`src/rtl/pedestrian_phase_ctrl.sv`:
```
// rtl/pedestrian_phase_ctrl.sv - pedestrian crossing phase sequencer
// Latches button requests, waits for a vehicle-clear grant, then runs WALK -> CAUTION -> CLEAR.
module pedestrian_phase_ctrl #(
  parameter int unsigned CLK_FREQ   = 50_000_000,
  parameter int unsigned WALK_MS    = 7000,
  parameter int unsigned CAUTION_MS = 13000,
  parameter int unsigned CLEAR_MS   = 2000
) (
  input  logic        clk,
  input  logic        rst,
  input  logic        ped_req,
  input  logic        veh_clear,
  input  logic        preempt,
  output logic        ped_phase_req,
  output logic        req_pending,
  output logic        pd_walk,
  output logic        pd_caution,
  output logic        pd_dont_walk,
  output logic [31:0] pd_counter,
  output logic [31:0] pd_total_cycles,
  output logic [31:0] pd_free_cycles,
  output logic        pd_done
);

  localparam logic [63:0] CYC_PER_MS = 64'(CLK_FREQ / 1000);
  localparam logic [63:0] WALK_CYC64 = CYC_PER_MS * 64'(WALK_MS);
  localparam logic [63:0] TOTAL_CYC64 = WALK_CYC64 + CYC_PER_MS * 64'(CAUTION_MS);
  localparam logic [63:0] CLR_CYC64 = CYC_PER_MS * 64'(CLEAR_MS);

  generate
    if (WALK_CYC64 < 64'd1 || TOTAL_CYC64 > 64'hFFFF_FFFF || TOTAL_CYC64 <= WALK_CYC64 ||
        CLR_CYC64 < 64'd1 || CLR_CYC64 > 64'hFFFF_FFFF) begin : g_bad_params
      $error("pedestrian_phase_ctrl: derived cycle counts must be >=1 and fit 32 bits");
    end
  endgenerate

  localparam logic [31:0] WALK_CYC  = WALK_CYC64[31:0];
  localparam logic [31:0] TOTAL_CYC = TOTAL_CYC64[31:0];
  localparam logic [31:0] CLR_CYC   = CLR_CYC64[31:0];

  typedef enum logic [2:0] {
    IDLE,
    WAIT_GRANT,
    WALK,
    CAUTION,
    CLEAR
  } state_t;

  state_t      state_q, state_d;
  logic [31:0] cnt_q, cnt_d;
  logic [31:0] clr_cnt_q, clr_cnt_d;
  logic        req_pending_q, req_pending_d;
  logic        ped_phase_req_q, ped_phase_req_d;
  logic        pd_walk_q, pd_walk_d;
  logic        pd_caution_q, pd_caution_d;
  logic        pd_dont_walk_q, pd_dont_walk_d;
  logic        pd_done_q, pd_done_d;

  always_comb begin
    state_d       = state_q;
    cnt_d         = cnt_q;
    clr_cnt_d     = clr_cnt_q;
    req_pending_d = req_pending_q;
    pd_done_d     = 1'b0;

    case (state_q)
      IDLE: begin
        if (ped_req || req_pending_q) begin
          state_d       = WAIT_GRANT;
          req_pending_d = 1'b1;
        end
      end
      WAIT_GRANT: begin
        if (veh_clear && !preempt) begin
          state_d       = WALK;
          cnt_d         = 32'd0;
          req_pending_d = 1'b0;
        end
      end
      WALK: begin
        // Preemption and the natural end of WALK both land on the first CAUTION count.
        if (preempt || cnt_q == WALK_CYC - 32'd1) begin
          state_d = CAUTION;
          cnt_d   = WALK_CYC;
        end else begin
          cnt_d = cnt_q + 32'd1;
        end
      end
      CAUTION: begin
        req_pending_d = req_pending_q | ped_req;
        if (cnt_q == TOTAL_CYC - 32'd1) begin
          state_d   = CLEAR;
          cnt_d     = 32'd0;
          clr_cnt_d = 32'd0;
        end else begin
          cnt_d = cnt_q + 32'd1;
        end
      end
      CLEAR: begin
        req_pending_d = req_pending_q | ped_req;
        if (clr_cnt_q == CLR_CYC - 32'd1) begin
          state_d   = IDLE;
          clr_cnt_d = 32'd0;
          pd_done_d = 1'b1;
        end else begin
          clr_cnt_d = clr_cnt_q + 32'd1;
        end
      end
      default: begin
        state_d   = IDLE;
        cnt_d     = 32'd0;
        clr_cnt_d = 32'd0;
      end
    endcase

    ped_phase_req_d = (state_d == WAIT_GRANT);
    pd_walk_d       = (state_d == WALK);
    pd_caution_d    = (state_d == CAUTION);
    pd_dont_walk_d  = !(state_d == WALK || state_d == CAUTION);
  end

  always_ff @(posedge clk) begin
    if (rst) begin
      state_q         <= IDLE;
      cnt_q           <= 32'd0;
      clr_cnt_q       <= 32'd0;
      req_pending_q   <= 1'b0;
      ped_phase_req_q <= 1'b0;
      pd_walk_q       <= 1'b0;
      pd_caution_q    <= 1'b0;
      pd_dont_walk_q  <= 1'b1;
      pd_done_q       <= 1'b0;
    end else begin
      state_q         <= state_d;
      cnt_q           <= cnt_d;
      clr_cnt_q       <= clr_cnt_d;
      req_pending_q   <= req_pending_d;
      ped_phase_req_q <= ped_phase_req_d;
      pd_walk_q       <= pd_walk_d;
      pd_caution_q    <= pd_caution_d;
      pd_dont_walk_q  <= pd_dont_walk_d;
      pd_done_q       <= pd_done_d;
    end
  end

  assign ped_phase_req   = ped_phase_req_q;
  assign req_pending     = req_pending_q;
  assign pd_walk         = pd_walk_q;
  assign pd_caution      = pd_caution_q;
  assign pd_dont_walk    = pd_dont_walk_q;
  assign pd_counter      = cnt_q;
  assign pd_total_cycles = TOTAL_CYC;
  assign pd_free_cycles  = WALK_CYC;
  assign pd_done         = pd_done_q;

endmodule

```
`config.mk`:
```
export PLATFORM = sky130hd
export DESIGN_NAME = pedestrian_phase_ctrl
export DESIGN_NICKNAME = d
export VERILOG_FILES = /design/src/rtl/pedestrian_phase_ctrl.sv
export SDC_FILE = /design/constraint.sdc
export NUM_CORES = 1
export LEC_CHECK = 0
export ABC_CLOCK_PERIOD_IN_PS = 2300
export BUFFER_PORTS_ARGS = -buffer_cell sky130_fd_sc_hd__buf_2
export CAP_MARGIN = 20
export CORE_ASPECT_RATIO = 0.75
export CORE_UTILIZATION = 30
export DETAILED_ROUTE_END_ITERATION = 10
export GPL_ROUTABILITY_DRIVEN = 1
export PLACE_DENSITY = 0.59
export SETUP_SLACK_MARGIN = 0.2
export SLEW_MARGIN = 20
export SYNTH_ARGS = -nofsm -noshare
export SYNTH_HDL_FRONTEND = slang
export SYNTH_SLANG_ARGS = --single-unit
```
`constraint.sdc`:
```
create_clock -name clk -period 2.3 [get_ports clk]
set_input_delay 0.575 -clock clk [delete_from_list [all_inputs] [get_ports clk]]
set_output_delay 0.575 -clock clk [all_outputs]
set_load 0.05 [all_outputs]
```
==> impl_metrics.yaml <==
outcome:
  status: "finished clean"
clock_network:
  root_buffer: "clkbuf_16"
  cts_hold_buf: 0
  insertion_delay_ns: 0.34
  htree_levels: 3
  cts_tree: "done"
  clk_pin_slew_ns: 0.06
  cts_buffer_depth: 2
  cts_buffers: 9
  clkSinkCount: 73
synthesis:
  yosys.cell_types.count: 56
  synthFlopType: "dfxtp_1"
  synthArstFlopShare_pct: 0
  ys.warnings.count: 0
  netlist_instances: 566
  ys_seq_area_share_pct: 33.0
  avgSynthCellArea_um2: 7.82
  synth_edf_count: 0
  ys_ff_latch: 73
  syn_area_um2: 4430
timing:
  layout_setup_ws_ns: 0.0686
  rsz0062_at_grt: "yes"
  period_needed_ns: 2.23
  clock.fmax_ghz: 0.448
  maxSlewHeadroom_pct: 66.4
  tightest_slew_ns: 0.502
  setup-violations-final: 0
  hold_violations: 0
  clock_skew_ns: 0.00800
  finalCritPeriodShare_pct: 97.0
  slew_violations: 0
critical_path:
  crit_arrival_ns: 2.49
  cp_slowest_cell: "or4_1"
  cp_cell_sequence: "ha_4 -> and3_4 -> and4_4 -> a32o_2 -> or3_4 -> or4_1 -> a31oi_1"
  critPathMaxFanout: 6
  start_kind: "flip-flop"
  critPathRequiredTime_ns: 2.56
  cpPeakStageDelay_ns: 0.48
  crit_type: "reg2reg"
  crit_path_end_kind: "flip-flop"
place:
  pre_cts_slack_ns: 0.0418
  place.gp.congestion: 0.910
  dp_hpwl_um: 8540
  numPortBuffers: 42
global_routing:
  overflow: 0
  track_usage_pct: 16.4
  antenna_found_initial: 0
  grt_max_degree: 42
  grt_pass1_wl_um: 19700
  grt_pass1_vias: 3805
final_layout:
  diodes: 0
  nFillCells: 1477
  synthToLayoutAreaGrowth_pct: 24.6
  drive_gt1_share_pct: 29.4
  nNetsFinal: 643
  fin_util_pct: 38.2
pwr:
  p_leak_nw: 2.01
  ir_drop_v: 0.000246
  power_density_nw_per_um2: 554
floorplan:
  fp.dieH_um: 107
  die_area_um2: 15300
  ios: 107
  die_w_um: 142
  start_util_pct: 30.6
  num_rows: 38
  core_area_um2: 14500
routing:
  drt-total-wl_um: 12800
  ant_nets: 0
  wl_per_cell_um: 15.3
  firstDrtPassIters: 5
  drc: 0
  viasPerCell: 5.37
  vias: 4507
  drt_iter0_markers: 375
run:
  drv_cap: 0
min_path:
  min_path_type: "reg2reg"
## stage by stage
step	power [mW]	TNS [ns]	instances	cell area [µm²]	hold slack [ns]
final	3.05	0	840	5520	0.484
after global routing	3.16	-0.00266	840	5520	0.499
after floorplan	1.76	-0.102	628	4740	0.454
after CTS	3.06	0	828	5220	0.488
after global placement	1.74	0	810	4850	0.472
after detailed placement	1.74	0	810	4850	0.478
## what timing repair did
item                       4_1_cts  5_1_grt
resized for setup               12       52
setup buffers                    2       10
cloned                           1        2
setup endpoints to repair       38       59
pin swaps                        5       15
hold endpoints to repair         0        0
## sequential cells by signal, summed over array words and instances, names as in the netlist
register and cells:
pd_dont_walk 1, pd_caution 1, ped_phase_req 1, pd_done 1, state_q 3, clr_cnt_q 32, pd_counter 32, req_pending 1
pd_walk 1
## worst max-delay path: cells and delay by family, from the launching register on
kind | cells | cell delay [ns]
AO/OA/AOI/OAI | 2 | 0.41
adder cells (fa/ha/maj) | 1 | 0.16
flip-flops | 1 | 0.35
AND/OR/NAND/NOR | 4 | 1.21
## worst paths after layout
kind                 startpoint              to  slack [ns]  cells past startpoint
hold reg to reg    clr_cnt_q[4]    clr_cnt_q[4]        0.48                      1
setup reg to reg  pd_counter[1]  pd_counter[16]        0.07                      7
hold / removal     clr_cnt_q[4]    clr_cnt_q[4]        0.48                      1
setup / recovery  pd_counter[1]  pd_counter[16]        0.07                      7
## layout by cell type (no fill, tap or decap), drive strengths merged, types with 6 or more instances in the layout
cell / count
and3: 11
dfxtp: 73
nand3b: 10
a311oi: 6
xnor2: 11
or3: 20
a211oi: 7
nor3: 22
nand2: 52
nor4: 21
or4: 10
and4: 12
nor2: 36
clkbuf: 17
conb: 64
inv: 7
a21oi: 18
o21ai: 26
a31oi: 26
nand4: 12
buf: 86
nand3: 41
## metal layers
| layer | track usage [%] | up-vias | wire, µm |
|---|---|---|---|
| met5 | 0 | - | 0 |
| met4 | 5.99 | 0 | 158 |
| met3 | 3.57 | 12 | 941 |
| met2 | 23.8 | 195 | 5750 |
| met1 | 23.5 | 2181 | 5960 |
| li1 | - | 2119 | - |
## power by group
group / switching [mW] / leakage [nW] / internal (mW)
combinational: 0.381 / 1.26 / 0.0826
clock: 0.521 / 0.130 / 0.785
sequential: 0.0165 / 0.613 / 1.27
total: 0.919 / 2.01 / 2.14
## cells in the mapped netlist (3+ instances only)
master / n / area [µm²]
dfxtp_1: 73 / 1460
nor4b_1: 4 / 35.0
a211oi_1: 7 / 52.6
and3_1: 10 / 62.6
a311oi_1: 6 / 52.6
o21ai_0: 24 / 120
o31ai_1: 4 / 30.0
buf_4: 64 / 480
and2_1: 4 / 25.0
nand3_1: 41 / 205
or4_1: 10 / 75.1
xnor2_1: 11 / 96.3
clkbuf_1: 23 / 86.3
a21o_1: 3 / 22.5
nand4_1: 12 / 75.1
a41oi_1: 3 / 26.3
nor3_1: 22 / 110
o211ai_1: 3 / 22.5
nor4_1: 20 / 125
a31oi_1: 26 / 163
or3_1: 19 / 119
a21oi_1: 18 / 90.1
and4_1: 9 / 78.8
and4_4: 3 / 33.8
mux2i_1: 3 / 30.0
nand3b_1: 10 / 75.1
inv_1: 7 / 26.3
nand2b_1: 3 / 18.8
nor2_1: 36 / 135
nand2_1: 52 / 195
## logic make-up (layout without fill, tap and decap cells)
family                     Yosys count  in the layout  share of synthesized area, %
xor gates and xnor gates            12             12                          2.37
DFF                                 73             73                          33.0
muxes                                3              3                         0.678
other                                2             64                         0.170
and+or+nand+nor                    268            268                          33.6
adders and majority gates            2              2                         0.565
AOI/OAI and AO/OA                  107            107                          15.4
buffers and inverters               99            111                          14.2
## final cells by class
class / count / area, µm² / area share (%)
multi-input cells: 456 / 2800 / 50.7
flip-flops and latches: 73 / 1540 / 27.9
repair buffers: 89 / 633 / 11.5
clock buffers: 15 / 268 / 4.85
well taps: 200 / 250 / 4.54
inverters: 7 / 26.3 / 0.476
No activity file was read; power rests on OpenSTA's default activity.
